[config.mk]
export PLATFORM = sky130hd
export DESIGN_NAME = xbar_write_forward_arbiter_flat
export DESIGN_NICKNAME = d
export VERILOG_FILES = /design/src/rtl/xbar_write_forward_arbiter_if.sv /design/src/rtl/xbar_write_forward_arbiter.sv /design/src/flat_wrapper.sv
export SDC_FILE = /design/constraint.sdc
export NUM_CORES = 1
export LEC_CHECK = 0
export ABC_AREA = 1
export CORE_ASPECT_RATIO = 1.5
export CORE_MARGIN = 2
export CORE_UTILIZATION = 45
export DETAILED_ROUTE_END_ITERATION = 8
export DONT_BUFFER_PORTS = 1
export PLACE_DENSITY = 0.71
export SLEW_MARGIN = 20
export SYNTH_ARGS = -nofsm -noshare
export SYNTH_HDL_FRONTEND = slang
export SYNTH_SLANG_ARGS = --single-unit
[constraint.sdc]
create_clock -name ACLK -period 2.65 [get_ports ACLK]
set_input_delay 0.53 -clock ACLK [delete_from_list [all_inputs] [get_ports ACLK]]
set_output_delay 0.53 -clock ACLK [all_outputs]
set_load 0.02 [all_outputs]
[src/rtl/xbar_write_forward_arbiter_if.sv]
// Write-path scheduling signals between one crossbar slave port and its arbiter.
// The arbiter uses the slave modport; the crossbar fabric (or a bench) uses master.
interface xbar_write_forward_arbiter_if #(
    parameter int masters       = 2,
    parameter int slaves        = 2,
    parameter int pending_depth = 8
);
    localparam int MW = (masters > 1) ? $clog2(masters) : 1;
    localparam int SW = (slaves > 1) ? $clog2(slaves) : 1;
    localparam int PW = (pending_depth > 1) ? $clog2(pending_depth) : 1;

    logic [masters-1:0]         master_write_addr_fifo_empty;
    logic [masters-1:0][SW-1:0] write_addr_forward_dest_slave;
    logic [masters-1:0]         master_write_data_fifo_empty;
    logic [masters-1:0][SW-1:0] write_data_forward_dest_slave;
    logic [masters-1:0]         master_WLAST;
    logic                       slave_write_addr_fifo_full;
    logic                       slave_write_data_fifo_full;

    logic                       aw_push;
    logic [MW-1:0]              aw_grant_master;
    logic                       w_push;
    logic [MW-1:0]              w_grant_master;
    logic [PW:0]                outstanding;

    modport slave (
        input  master_write_addr_fifo_empty,
        input  write_addr_forward_dest_slave,
        input  master_write_data_fifo_empty,
        input  write_data_forward_dest_slave,
        input  master_WLAST,
        input  slave_write_addr_fifo_full,
        input  slave_write_data_fifo_full,
        output aw_push,
        output aw_grant_master,
        output w_push,
        output w_grant_master,
        output outstanding
    );

    modport master (
        output master_write_addr_fifo_empty,
        output write_addr_forward_dest_slave,
        output master_write_data_fifo_empty,
        output write_data_forward_dest_slave,
        output master_WLAST,
        output slave_write_addr_fifo_full,
        output slave_write_data_fifo_full,
        input  aw_push,
        input  aw_grant_master,
        input  w_push,
        input  w_grant_master,
        input  outstanding
    );
endinterface

[src/rtl/xbar_write_forward_arbiter.sv]
// Per-slave write scheduler: round-robin AW grant into the slave, with W bursts
// forwarded strictly in AW grant order, one whole burst (through WLAST) at a time.
module xbar_write_forward_arbiter #(
    parameter int masters           = 2,
    parameter int slaves            = 2,
    parameter int i_am_slave_number = 0,
    parameter int pending_depth     = 8
) (
    input  logic                       ACLK,
    input  logic                       ARESETn,
    xbar_write_forward_arbiter_if.slave bus
);
    localparam int MW = (masters > 1) ? $clog2(masters) : 1;
    localparam int SW = (slaves > 1) ? $clog2(slaves) : 1;
    localparam int PW = (pending_depth > 1) ? $clog2(pending_depth) : 1;

    localparam logic [SW-1:0] MY_SLAVE  = SW'(i_am_slave_number);
    localparam logic [MW-1:0] LAST_MST  = MW'(masters - 1);
    localparam logic [MW:0]   MST_COUNT = (MW+1)'(masters);
    localparam logic [PW:0]   FULL_CNT  = (PW+1)'(pending_depth);

    logic [MW-1:0] rr_ptr_q, rr_ptr_d;
    logic [PW-1:0] wr_ptr_q, wr_ptr_d;
    logic [PW-1:0] rd_ptr_q, rd_ptr_d;
    logic [PW:0]   outstanding_q, outstanding_d;
    logic [MW-1:0] order_mem_q [pending_depth];

    logic [masters-1:0] req;
    logic [MW-1:0]      winner;
    logic               any_req;
    logic [MW:0]        cand;
    logic [MW-1:0]      head;
    logic               order_full;
    logic               order_empty;
    logic               aw_push_c;
    logic               w_push_c;
    logic               deq;

    // A master requests this slave only when its AW front entry decodes to us.
    generate
        for (genvar gi = 0; gi < masters; gi++) begin : g_req
            assign req[gi] = ~bus.master_write_addr_fifo_empty[gi]
                           & (bus.write_addr_forward_dest_slave[gi] == MY_SLAVE);
        end
    endgenerate

    // Search starts at rr_ptr and wraps; the first requester found wins.
    always_comb begin
        winner  = '0;
        any_req = 1'b0;
        cand    = '0;
        for (int k = 0; k < masters; k++) begin
            cand = {1'b0, rr_ptr_q} + (MW+1)'(k);
            if (cand >= MST_COUNT) begin
                cand = cand - MST_COUNT;
            end
            if (!any_req && req[cand[MW-1:0]]) begin
                any_req = 1'b1;
                winner  = cand[MW-1:0];
            end
        end
    end

    assign order_full  = (outstanding_q == FULL_CNT);
    assign order_empty = (outstanding_q == '0);
    assign head        = order_mem_q[rd_ptr_q];

    // Pushes are held off while reset is asserted so nothing leaks into the slave FIFOs.
    assign aw_push_c = ARESETn & any_req & ~bus.slave_write_addr_fifo_full & ~order_full;

    assign w_push_c = ARESETn & ~order_empty
                    & ~bus.master_write_data_fifo_empty[head]
                    & (bus.write_data_forward_dest_slave[head] == MY_SLAVE)
                    & ~bus.slave_write_data_fifo_full;

    assign deq = w_push_c & bus.master_WLAST[head];

    assign bus.aw_push         = aw_push_c;
    assign bus.aw_grant_master = aw_push_c ? winner : '0;
    assign bus.w_push          = w_push_c;
    assign bus.w_grant_master  = w_push_c ? head : '0;
    assign bus.outstanding     = outstanding_q;

    always_comb begin
        rr_ptr_d      = rr_ptr_q;
        wr_ptr_d      = wr_ptr_q;
        rd_ptr_d      = rd_ptr_q;
        outstanding_d = outstanding_q;
        if (aw_push_c) begin
            rr_ptr_d = (winner == LAST_MST) ? '0 : winner + MW'(1);
            wr_ptr_d = wr_ptr_q + PW'(1);
        end
        if (deq) begin
            rd_ptr_d = rd_ptr_q + PW'(1);
        end
        case ({aw_push_c, deq})
            2'b10:   outstanding_d = outstanding_q + (PW+1)'(1);
            2'b01:   outstanding_d = outstanding_q - (PW+1)'(1);
            default: outstanding_d = outstanding_q;
        endcase
    end

    always_ff @(posedge ACLK) begin
        if (!ARESETn) begin
            rr_ptr_q      <= '0;
            wr_ptr_q      <= '0;
            rd_ptr_q      <= '0;
            outstanding_q <= '0;
        end else begin
            rr_ptr_q      <= rr_ptr_d;
            wr_ptr_q      <= wr_ptr_d;
            rd_ptr_q      <= rd_ptr_d;
            outstanding_q <= outstanding_d;
        end
    end

    // Storage needs no reset: entries are only read below the occupancy count.
    always_ff @(posedge ACLK) begin
        if (aw_push_c) begin
            order_mem_q[wr_ptr_q] <= winner;
        end
    end

    a_no_push_when_full : assert property (@(posedge ACLK) disable iff (!ARESETn)
        order_full |-> !aw_push_c);
    a_no_w_when_empty : assert property (@(posedge ACLK) disable iff (!ARESETn)
        order_empty |-> !w_push_c);
    a_count_bounded : assert property (@(posedge ACLK) disable iff (!ARESETn)
        outstanding_q <= FULL_CNT);

endmodule
[src/flat_wrapper.sv]
// flat-port wrapper written by rule: the top's interface ports become plain ports
module xbar_write_forward_arbiter_flat 
#(
    parameter int masters           = 2,
    parameter int slaves            = 2,
    parameter int i_am_slave_number = 0,
    parameter int pending_depth     = 8
)
  (ACLK, ARESETn, bus_master_write_addr_fifo_empty, bus_write_addr_forward_dest_slave, bus_master_write_data_fifo_empty, bus_write_data_forward_dest_slave, bus_master_WLAST, bus_slave_write_addr_fifo_full, bus_slave_write_data_fifo_full, bus_aw_push, bus_aw_grant_master, bus_w_push, bus_w_grant_master, bus_outstanding);
  xbar_write_forward_arbiter_if #(.masters(masters), .slaves(slaves), .pending_depth(pending_depth)) bus_i ();
  input  logic ACLK;
  input  logic ARESETn;
  input wire logic [$bits(bus_i.master_write_addr_fifo_empty)-1:0] bus_master_write_addr_fifo_empty;
  input wire logic [$bits(bus_i.write_addr_forward_dest_slave)-1:0] bus_write_addr_forward_dest_slave;
  input wire logic [$bits(bus_i.master_write_data_fifo_empty)-1:0] bus_master_write_data_fifo_empty;
  input wire logic [$bits(bus_i.write_data_forward_dest_slave)-1:0] bus_write_data_forward_dest_slave;
  input wire logic [$bits(bus_i.master_WLAST)-1:0] bus_master_WLAST;
  input wire logic [$bits(bus_i.slave_write_addr_fifo_full)-1:0] bus_slave_write_addr_fifo_full;
  input wire logic [$bits(bus_i.slave_write_data_fifo_full)-1:0] bus_slave_write_data_fifo_full;
  output wire logic [$bits(bus_i.aw_push)-1:0] bus_aw_push;
  output wire logic [$bits(bus_i.aw_grant_master)-1:0] bus_aw_grant_master;
  output wire logic [$bits(bus_i.w_push)-1:0] bus_w_push;
  output wire logic [$bits(bus_i.w_grant_master)-1:0] bus_w_grant_master;
  output wire logic [$bits(bus_i.outstanding)-1:0] bus_outstanding;
  assign bus_i.master_write_addr_fifo_empty = bus_master_write_addr_fifo_empty;
  assign bus_i.write_addr_forward_dest_slave = bus_write_addr_forward_dest_slave;
  assign bus_i.master_write_data_fifo_empty = bus_master_write_data_fifo_empty;
  assign bus_i.write_data_forward_dest_slave = bus_write_data_forward_dest_slave;
  assign bus_i.master_WLAST = bus_master_WLAST;
  assign bus_i.slave_write_addr_fifo_full = bus_slave_write_addr_fifo_full;
  assign bus_i.slave_write_data_fifo_full = bus_slave_write_data_fifo_full;
  assign bus_aw_push = bus_i.aw_push;
  assign bus_aw_grant_master = bus_i.aw_grant_master;
  assign bus_w_push = bus_i.w_push;
  assign bus_w_grant_master = bus_i.w_grant_master;
  assign bus_outstanding = bus_i.outstanding;
  xbar_write_forward_arbiter #(.masters(masters), .slaves(slaves), .i_am_slave_number(i_am_slave_number), .pending_depth(pending_depth)) u_core (.ACLK(ACLK), .ARESETn(ARESETn), .bus(bus_i));
endmodule
==> impl_metrics.toml, run 1 <==
[status]
outcome = "completed"

[pwr]
power_density_mw_per_mm2 = 483
p_sw_mw = 0.152
p_sw_share_pct = 23.6
p_int_mw = 0.491
seqPwrFrac_pct = 56.4
peakVddDrop_mv = 0.362
clkPwrFrac_pct = 31.8
power.leakage_nw = 0.571
power_frac_comb_pct = 11.9

[worst_setup_path]
crit_path_cell_trace = "inv_2, nand2_1, nand3_1, nand3_2, nand2_2, nand2_1, nand3_2, nor2_4, ha_1, nand2_1, inv_2, nor2_1, ha_1, a21oi_1, xor2_1, o21ai_0, inv_1"
critPathSlowestCell = "dfxtp_1"
critPathArrivalTime_ns = 2.52
cp-start-kind = "register"
path_max_fanout = 6
max_stage_delay_ns = 0.41
crit_path_frequent_cell = "nand2_1"
path_class = "register to register"
cp-end-kind = "register"
required_ns = 2.80

[timing]
max_clock_freq_mhz = 423
fin_skew_ns = 0.00124
report.final.slew_viol_count = 0
layout_setup_ws_ns = 0.285
fin_crit_sh_pct = 89.3
tightest_slew_ns = 0.444
hold_viol = 0
slew_headroom_pct = 70.3
rsz0062_at_grt = "false"
setup-tns-final_ns = 0
finalSetupViolations = 0
period_needed_ns = 2.37

[placement]
io_buffers = 0
post-place-ws_ns = 0.264
placed_cell_area_mm2 = 0.00128
routabilityCongestion = 0.782
dp.cells = 201
dp_hpwl_mm = 1.76

[clock_tree]
clkTransAtPathRegs_ns = 0.07
postCtsHoldBufs = 0
clock-sinks = 22
root_buffer = "clkbuf_8"
clockBufferDepth = 2
worstSkewPairLatency_ns = 0.25
htree_levels = 1
cts_buffers = 3
cts_tree = "done"

[cells_and_area]
multi_input_area_um2 = 554
ff_latch_area_um2 = 522
drive_gt1_share_pct = 19.0
nets = 188
antenna_cells = 0
syn2layout_area_growth_pct = 10.4
instances_no_fill = 205
fillers = 268
stdcell_area_mm2 = 0.00133

[routing]
drt-total-wl_mm = 2.13
vias_per_cell = 4.83
dr.pass1.iters = 4
first_iter_violations = 16
num_vias = 990
antenna_left = 0
drc = 0
wl_per_cell_um = 10.4

[logic_synthesis]
yosysWarnings = 0
synth_top_area_cell = "dfxtp_1"
seq_area_frac_synth_pct = 43.2
synth_area_mm2 = 0.00120
yosysUniqueCellTypes = 22
syn_nets = 179
synth_top_area_share_pct = 23.3
ys_ff_latch = 22
ys_top_cells_by_area = "dfxtp_1 (23%), edfxtp_1 (20%), nand2_1 (10%)"
syn_inst = 160
avgSynthCellArea_um2 = 7.53

[run]
maxCapViolations = 0

[floorplanning]
fp.coreArea_mm2 = 0.00262
fp.dieW_um = 46.3
die_h_um = 67.4
rows = 23
dieArea_mm2 = 0.00312
ios = 22
start_util_pct = 46.0

[hold_path]
min_path_type = "input pin to register"

[global_routing]
busiest_layer = "met2"
grt_start_max_net_pins = 13
grt_pass1_wl_mm = 3.61
grt-ovfl-total = 0
grt_util_met2_pct = 29.0
antenna_found_initial = 0
grt_pass1_vias = 937
grt_util_all_layers_pct = 16.1
met3_usage_pct = 3.74
grtUsageMet1_pct = 16.9
[repair_timing]
| item | 4_1_cts | 5_1_grt |
|---|---|---|
| endpoints found under the setup margin | 0 | 1 |
| buffers inserted | 0 | 0 |
| gates resized for setup | 0 | 1 |
[cell usage after synthesis]
cell,instances
nand3b_1,1
xnor2_1,1
dfxtp_1,14
nand3_2,7
nor2_1,25
xor2_1,1
nand2_2,2
a211oi_1,1
nand4_1,3
a21oi_1,10
o21ai_1,4
ha_1,5
inv_1,21
o21ai_0,4
edfxtp_1,8
nand2_1,32
or2_1,1
buf_2,1
nor2_4,2
inv_2,11
clkinvlp_2,1
nand3_1,5
[layout by cell type (no fill, tap or decap)]
cell | synthesis | final
a211oi_1 | 1 | 1
a21oi_1 | 10 | 10
buf_4 | 0 | 5
clkbuf_1 | 0 | 1
clkbuf_8 | 0 | 3
clkinvlp_2 | 1 | 1
dfxtp_1 | 14 | 13
dfxtp_2 | 0 | 1
edfxtp_1 | 8 | 8
ha_1 | 5 | 5
inv_1 | 21 | 21
inv_2 | 11 | 11
nand2_1 | 32 | 32
nand2_2 | 2 | 2
nand3_1 | 5 | 5
nand3_2 | 7 | 7
nand3b_1 | 1 | 1
nand4_1 | 3 | 3
nor2_1 | 25 | 25
nor2_4 | 2 | 2
o21ai_0 | 4 | 4
o21ai_1 | 4 | 4
or2_1 | 1 | 1
xnor2_1 | 1 | 1
xor2_1 | 1 | 1
[critical path, delay by kind of cell (launching register included)]
kind	cells	cell delay [ns]
buffers and inverters	3	0.18
XOR/XNOR	1	0.12
adder cells (fa/ha/maj)	2	0.41
AND/OR/NAND/NOR	9	0.82
flip-flops	1	0.41
AO/OA/AOI/OAI	2	0.34
[metal layers]
layer / part of all wire, % / routed length (um)
met4: 2.9 / 61
met5: 0 / 0
met3: 4.8 / 102
met2: 51 / 1090
met1: 41 / 875
[kinds of logic (layout without fill, tap and decap cells)]
kind of cell	Yosys count	after routing	synth area share [%]
simple gates	78	78	31.3
buf+inv	34	42	10.8
flops	22	22	43.2
compound gates	19	19	8.10
fa+ha+maj	5	5	5.19
xor+xnor	2	2	1.45
[area by class of cell]
type / instances / share of cell area [%]
multi-input combinational: 104 / 41.7
sequential: 22 / 39.2
inverter: 33 / 9.41
tap: 37 / 3.48
clock buffer: 4 / 3.39
timing repair buffer: 5 / 2.82
[through the flow]
step / utilization, % / hold slack (ns) / total power [mW]
3_3_place_gp: 49.0 / 0.457 / 0.443
3_5_place_dp: 49.0 / 0.456 / 0.446
2_1_floorplan: - / 0.439 / 0.428
6_report: 50.8 / 0.409 / 0.643
4_1_cts: 50.7 / 0.410 / 0.646
5_1_grt: 50.8 / 0.401 / 0.676
[final timing paths]
kind	from	to	slack, ns	cells after the start
worst max-delay path	register	u_core.bus.outstanding[2]	0.28	17
worst min-delay path	ARESETn	u_core.bus.outstanding[0]	0.41	2
worst max register to register	register	u_core.bus.outstanding[2]	0.28	17
worst min register to register	u_core.rr_ptr_q	u_core.rr_ptr_q	0.47	2
[power by group through the flow]
stage / combinational (mW) / clock [mW] / sequential [mW]
5_1_grt: 0.0867 / 0.226 / 0.363
3_3_place_gp: 0.0734 / 0 / 0.370
2_1_floorplan: 0.0529 / 0 / 0.375
4_1_cts: 0.0766 / 0.207 / 0.362
6_report: 0.0763 / 0.204 / 0.362
3_5_place_dp: 0.0761 / 0 / 0.370
Note: power is estimated with default switching activity, not from simulation.
==> run 2, diff against run 1 <==
==> constraint.sdc (replaced) <==
create_clock -name ACLK -period 2.9 [get_ports ACLK]
set_input_delay 0.58 -clock ACLK [delete_from_list [all_inputs] [get_ports ACLK]]
set_output_delay 0.58 -clock ACLK [all_outputs]
set_load 0.02 [all_outputs]
==> run 2 against run 1 <==
  * Utilization is 1.5 points lower
  * Critical path depth is 3 lower
  * Cell count is 2.4% lower
  * Sequential share of layout area is 1.1 points higher
  * Global-route usage is 0.12 points lower
  * Count of clock-buffer cells in the layout stayed put
  * Via count is 3.9% lower
  * Maximum frequency is 2.2% lower
  * Worst setup slack better by 0.20 ns
  * Worst hold slack better by 0.028 ns
  * Design area is 2.9% lower
  * Critical path type unchanged
  * Critical endpoint unchanged
  * Largest cell class unchanged
==> impl_metrics.toml, run 2 (synthesized netlist as in run 1, its figures left out) <==
[status]
outcome = "completed"

[placement]
dp_hpwl_mm = 1.67
post-place-ws_ns = 0.475
io_buffers = 0
dp.cells = 196
routabilityCongestion = 0.880

[timing]
tightest_slew_ns = 0.622
hold_viol = 0
slew_headroom_pct = 58.5
setup-tns-final_ns = 0
period_needed_ns = 2.42
fin_skew_ns = 0.00261
max_clock_freq_mhz = 413
rsz0062_at_grt = "false"
finalSetupViolations = 0
fin_crit_sh_pct = 83.4
layout_setup_ws_ns = 0.481
report.final.slew_viol_count = 0

[routing]
drt-total-wl_mm = 2.05
dr.pass1.iters = 4
first_iter_violations = 19
drc = 0
num_vias = 951
vias_per_cell = 4.76
antenna_left = 0
wl_per_cell_um = 10.3

[clock_tree]
cts_tree = "done"
cts_buffers = 3
postCtsSetupBuffers = 0
clock-sinks = 22
root_buffer = "clkbuf_8"
worstSkewPairLatency_ns = 0.26
clkTransAtPathRegs_ns = 0.07
htree_levels = 1
cts.repair.resized = 0
clockBufferDepth = 2
postCtsHoldBufs = 0

[worst_setup_path]
critPathArrivalTime_ns = 2.58
crit_path_cell_trace = "inv_1, nand4_1, nand2_1, nor2_1, nand3_2, nor2_4, ha_1, nor2_1, nor2_1, ha_1, a21oi_1, xor2_1, o21ai_0, inv_1"
r2r_cells = 14
path_class = "register to register"
r2r_start = "u_core.bus.outstanding[1]"
critPathSlowestCell = "dfxtp_1"
cp-end-kind = "register"
path_max_fanout = 6
cp-start-kind = "register"
crit_path_frequent_cell = "nor2_1"
timing.critical_path.buf_inv = 2
startpoint = "u_core.bus.outstanding[1]"
r2r-end = "u_core.bus.outstanding[2]"
cp_top_family = "simple AND/OR/NAND/NOR gates"
max_stage_delay_ns = 0.52
r2r_slack_ns = 0.48
required_ns = 3.06

[cells_and_area]
antenna_cells = 0
syn2layout_area_growth_pct = 7.17
drive_gt1_share_pct = 16.0
layout_common_cells = "nand2_1 (32), nor2_1 (25), inv_1 (21)"
fillers = 267
final_common_cell = "nand2_1"
nets = 183
instances_no_fill = 200

[global_routing]
grt-ovfl-total = 0
grt_start_max_net_pins = 13
grt_util_all_layers_pct = 16.0
grt_pass1_vias = 900
grt_pass1_wl_mm = 3.46
antenna_found_initial = 0

[pwr]
power_frac_comb_pct = 9.5
p_sw_share_pct = 24.4
power_density_mw_per_mm2 = 455
seqPwrFrac_pct = 57.5
clkPwrFrac_pct = 33.0
p_int_mw = 0.444
p_sw_mw = 0.143
peakVddDrop_mv = 0.346
power.leakage_nw = 0.545

[floorplanning]
dieArea_mm2 = 0.00312
die_h_um = 67.4
start_util_pct = 46.0
rows = 23
fp.coreArea_mm2 = 0.00262
ios = 22
fp.dieW_um = 46.3

[run]
maxCapViolations = 0

[hold_path]
min_from = "ARESETn"
min_path_type = "input pin to register"
hold_depth = 2
==> run 2: power groups by stage <==
stage                     clock, mW  sequential (mW)  combinational, mW
final                         0.194            0.338             0.0558
after global routing          0.212            0.339             0.0645
after CTS                     0.197            0.338             0.0563
after detailed placement          0            0.345             0.0559
after global placement            0            0.345             0.0537
after floorplan                   0            0.343             0.0483
==> run 2: through the flow <==
| step | power, mW | hold WS, ns | utilization [%] | area, um2 |
|---|---|---|---|---|
| after CTS | 0.591 | 0.433 | 49.3 | 1290 |
| after detailed placement | 0.401 | 0.481 | 47.6 | 1250 |
| after global placement | 0.398 | 0.452 | 47.6 | 1250 |
| final | 0.587 | 0.438 | 49.3 | 1290 |
| after global routing | 0.615 | 0.432 | 49.3 | 1290 |
| after floorplan | 0.391 | 0.439 | - | 1200 |
==> run 2: cell type report <==
class	count	area [um2]	area share, %
inverter	33	125	9.69
tap	37	46.3	3.59
sequential	22	520	40.3
clock buffer	4	45.0	3.49
multi-input combinational	104	554	42.9
==> run 2: how the worst max path moves through the flow <==
stage / to / slack [ns] / cells after the start
2_1_floorplan: u_core.bus.outstanding[2] / 0.65 / 13
3_3_place_gp: u_core.bus.outstanding[2] / 0.59 / 13
3_5_place_dp: u_core.bus.outstanding[2] / 0.48 / 14
4_1_cts: u_core.bus.outstanding[2] / 0.46 / 14
5_1_grt: u_core.bus.outstanding[2] / 0.11 / 14
6_report: u_core.bus.outstanding[2] / 0.48 / 14
==> run 2: worst register-to-register path, cell delays in order, from the launching register on <==
cell,delay [ns]
dfxtp_1,0.52
inv_1,0.12
nand4_1,0.11
nand2_1,0.06
nor2_1,0.14
nand3_2,0.12
nor2_4,0.15
ha_1,0.23
nor2_1,0.07
nor2_1,0.20
ha_1,0.19
a21oi_1,0.05
xor2_1,0.17
o21ai_0,0.15
inv_1,0.05
==> run 2: metal layers <==
layer | wire [um] | track usage, % | up-vias
li1 | - | - | 507
met1 | 806 | 15.3 | 414
met2 | 1070 | 27.6 | 25
met5 | 0 | 0 | -
met4 | 70 | 10.7 | 0
met3 | 105 | 5.08 | 5
==> run 3, diff against run 2 <==
==> constraint.sdc (replaced) <==
create_clock -name ACLK -period 2.43 [get_ports ACLK]
set_input_delay 0.486 -clock ACLK [delete_from_list [all_inputs] [get_ports ACLK]]
set_output_delay 0.486 -clock ACLK [all_outputs]
set_load 0.02 [all_outputs]
==> run 3 against run 2 <==
  * Global-route usage is 0.81 points lower
  * Wire length is 0.34% higher
  * Count of clock-buffer cells in the layout stayed put
  * Total power is 20% higher
  * Clock skew hardly changed
  * Critical path depth is 1 higher
  * Worst setup slack worse by 0.24 ns
  * Cell count is 3.0% higher
  * Clock power is 18% higher
  * Worst hold slack worse by 0.091 ns
  * Design area is 4.1% higher
  * Via count is 3.6% higher
  * Largest power group unchanged
==> impl_metrics.toml, run 3 (synthesized netlist as in run 1, its figures left out) <==
[status]
outcome = "completed"

[worst_setup_path]
cp-end-kind = "register"
r2r_start = "u_core.order_mem_q[2]"
cp_top_family = "simple AND/OR/NAND/NOR gates"
timing.critical_path.buf_inv = 2
crit_path_cell_trace = "clkinvlp_2, nand2_1, nand3_2, nand3_2, nand3_1, nand3_2, nor2_4, ha_2, nor2_1, nor2_2, ha_1, a21oi_1, xor2_1, o21ai_1, inv_1"
cp-start-kind = "register"
crit_path_frequent_cell = "nand3_2"
critPathArrivalTime_ns = 2.34
r2r-end = "u_core.bus.outstanding[2]"
path_max_fanout = 6
required_ns = 2.59
r2r_cells = 15
r2r_slack_ns = 0.25
path_depth = 15
max_stage_delay_ns = 0.38
path_class = "register to register"
critPathSlowestCell = "edfxtp_1"

[pwr]
p_sw_mw = 0.171
power_density_mw_per_mm2 = 526
peakVddDrop_mv = 0.458
seqPwrFrac_pct = 55.9
p_sw_share_pct = 24.2
p_int_mw = 0.536
clkPwrFrac_pct = 32.4
power_frac_comb_pct = 11.7
power.leakage_nw = 0.575

[floorplanning]
fp.coreArea_mm2 = 0.00262
start_util_pct = 46.0
die_h_um = 67.4
dieArea_mm2 = 0.00312
ios = 22
fp.dieW_um = 46.3
rows = 23

[timing]
tightest_slew_ns = 0.427
fin_crit_sh_pct = 89.9
slew_headroom_pct = 71.4
setup-tns-final_ns = 0
report.final.slew_viol_count = 0
finalSetupViolations = 0
period_needed_ns = 2.18
hold_ws_ns = 0.347
fin_skew_ns = 0.00228
rsz0062_at_grt = "false"
hold_viol = 0
max_clock_freq_mhz = 458

[routing]
dr_wl_met2_mm = 1.05
vias_per_cell = 4.78
route.top_layer_used = "met4"
dr.pass1.iters = 4
drc = 0
wl_per_cell_um = 10.0
antenna_left = 0
route.layer.met1.wl_um = 875
first_iter_violations = 13
num_vias = 985
dr_wl_met3_um = 85
drt-total-wl_mm = 2.06

[cells_and_area]
drive_gt1_share_pct = 21.3
final_common_cell = "nand2_1"
layout_common_cells = "nand2_1 (32), nor2_1 (24), inv_1 (21)"
antenna_cells = 0
final_util_pct = 51.3
nets = 189
instances_no_fill = 206
fillers = 252
syn2layout_area_growth_pct = 11.5

[placement]
routabilityCongestion = 0.841
dp.cells = 202
dp_hpwl_mm = 1.66
io_buffers = 0

[clock_tree]
root_buffer = "clkbuf_8"
clkTransAtPathRegs_ns = 0.07
clock-sinks = 22
cts_buffers = 3
worstSkewPairLatency_ns = 0.26
htree_levels = 1
postCtsHoldBufs = 0
clockBufferDepth = 2
cts_tree = "done"

[hold_path]
min_from = "ARESETn"
min_path_type = "input pin to register"
hold_depth = 2

[global_routing]
grt-ovfl-total = 0
antenna_found_initial = 0
grt_start_max_net_pins = 13
grt_util_all_layers_pct = 15.2
grt_pass1_wl_mm = 3.40
grt_pass1_vias = 896

[run]
maxCapViolations = 0
## run 3: timing repair
item / 4_1_cts / 5_1_grt
buffers inserted: 0 / 0
gates resized for setup: 0 / 5
endpoints found under the setup margin: 0 / 1
## run 3: worst max path at each step
| stage | start | to | slack, ns |
|---|---|---|---|
| after floorplan | u_core.bus.outstanding[1] | u_core.bus.outstanding[2] | 0.27 |
| after global placement | register | u_core.bus.outstanding[2] | 0.24 |
| after detailed placement | register | u_core.bus.outstanding[2] | 0.12 |
| after CTS | register | u_core.bus.outstanding[2] | 0.11 |
| after global routing | u_core.order_mem_q[2] | u_core.bus.outstanding[2] | 0.03 |
| final | u_core.order_mem_q[2] | u_core.bus.outstanding[2] | 0.25 |
## run 3: power groups by stage
stage / registers (mW) / logic [mW] / clock network, mW
finish: 0.395 / 0.0831 / 0.229
global route: 0.396 / 0.0940 / 0.244
global placement: 0.403 / 0.0799 / 0
floorplan: 0.409 / 0.0576 / 0
detailed placement: 0.403 / 0.0823 / 0
CTS: 0.395 / 0.0828 / 0.235
## run 3: area by class of cell
class / count / area, um2 / area share [%]
Multi-Input combinational cell: 104 / 559 / 41.6
Sequential cell: 22 / 523 / 38.9
Inverter: 33 / 125 / 9.31
Tap cell: 37 / 46.3 / 3.45
Clock buffer: 4 / 45.0 / 3.35
Timing Repair Buffer: 6 / 45.0 / 3.35
## run 3: stage by stage
stage / instance area [um2] / setup slack, ns / power [mW]
final: 1340 / 0.246 / 0.707
after global routing: 1340 / 0.0326 / 0.734
after CTS: 1340 / 0.111 / 0.712
after detailed placement: 1290 / 0.124 / 0.486
after global placement: 1290 / 0.242 / 0.483
after floorplan: 1200 / 0.268 / 0.467
## run 3: routing by layer
metal | up-vias | track usage [%]
met1 | 440 | 16.7
met3 | 4 | 2.67
li1 | 520 | -
met5 | - | 0
met2 | 21 | 26.0
met4 | 0 | 8.93
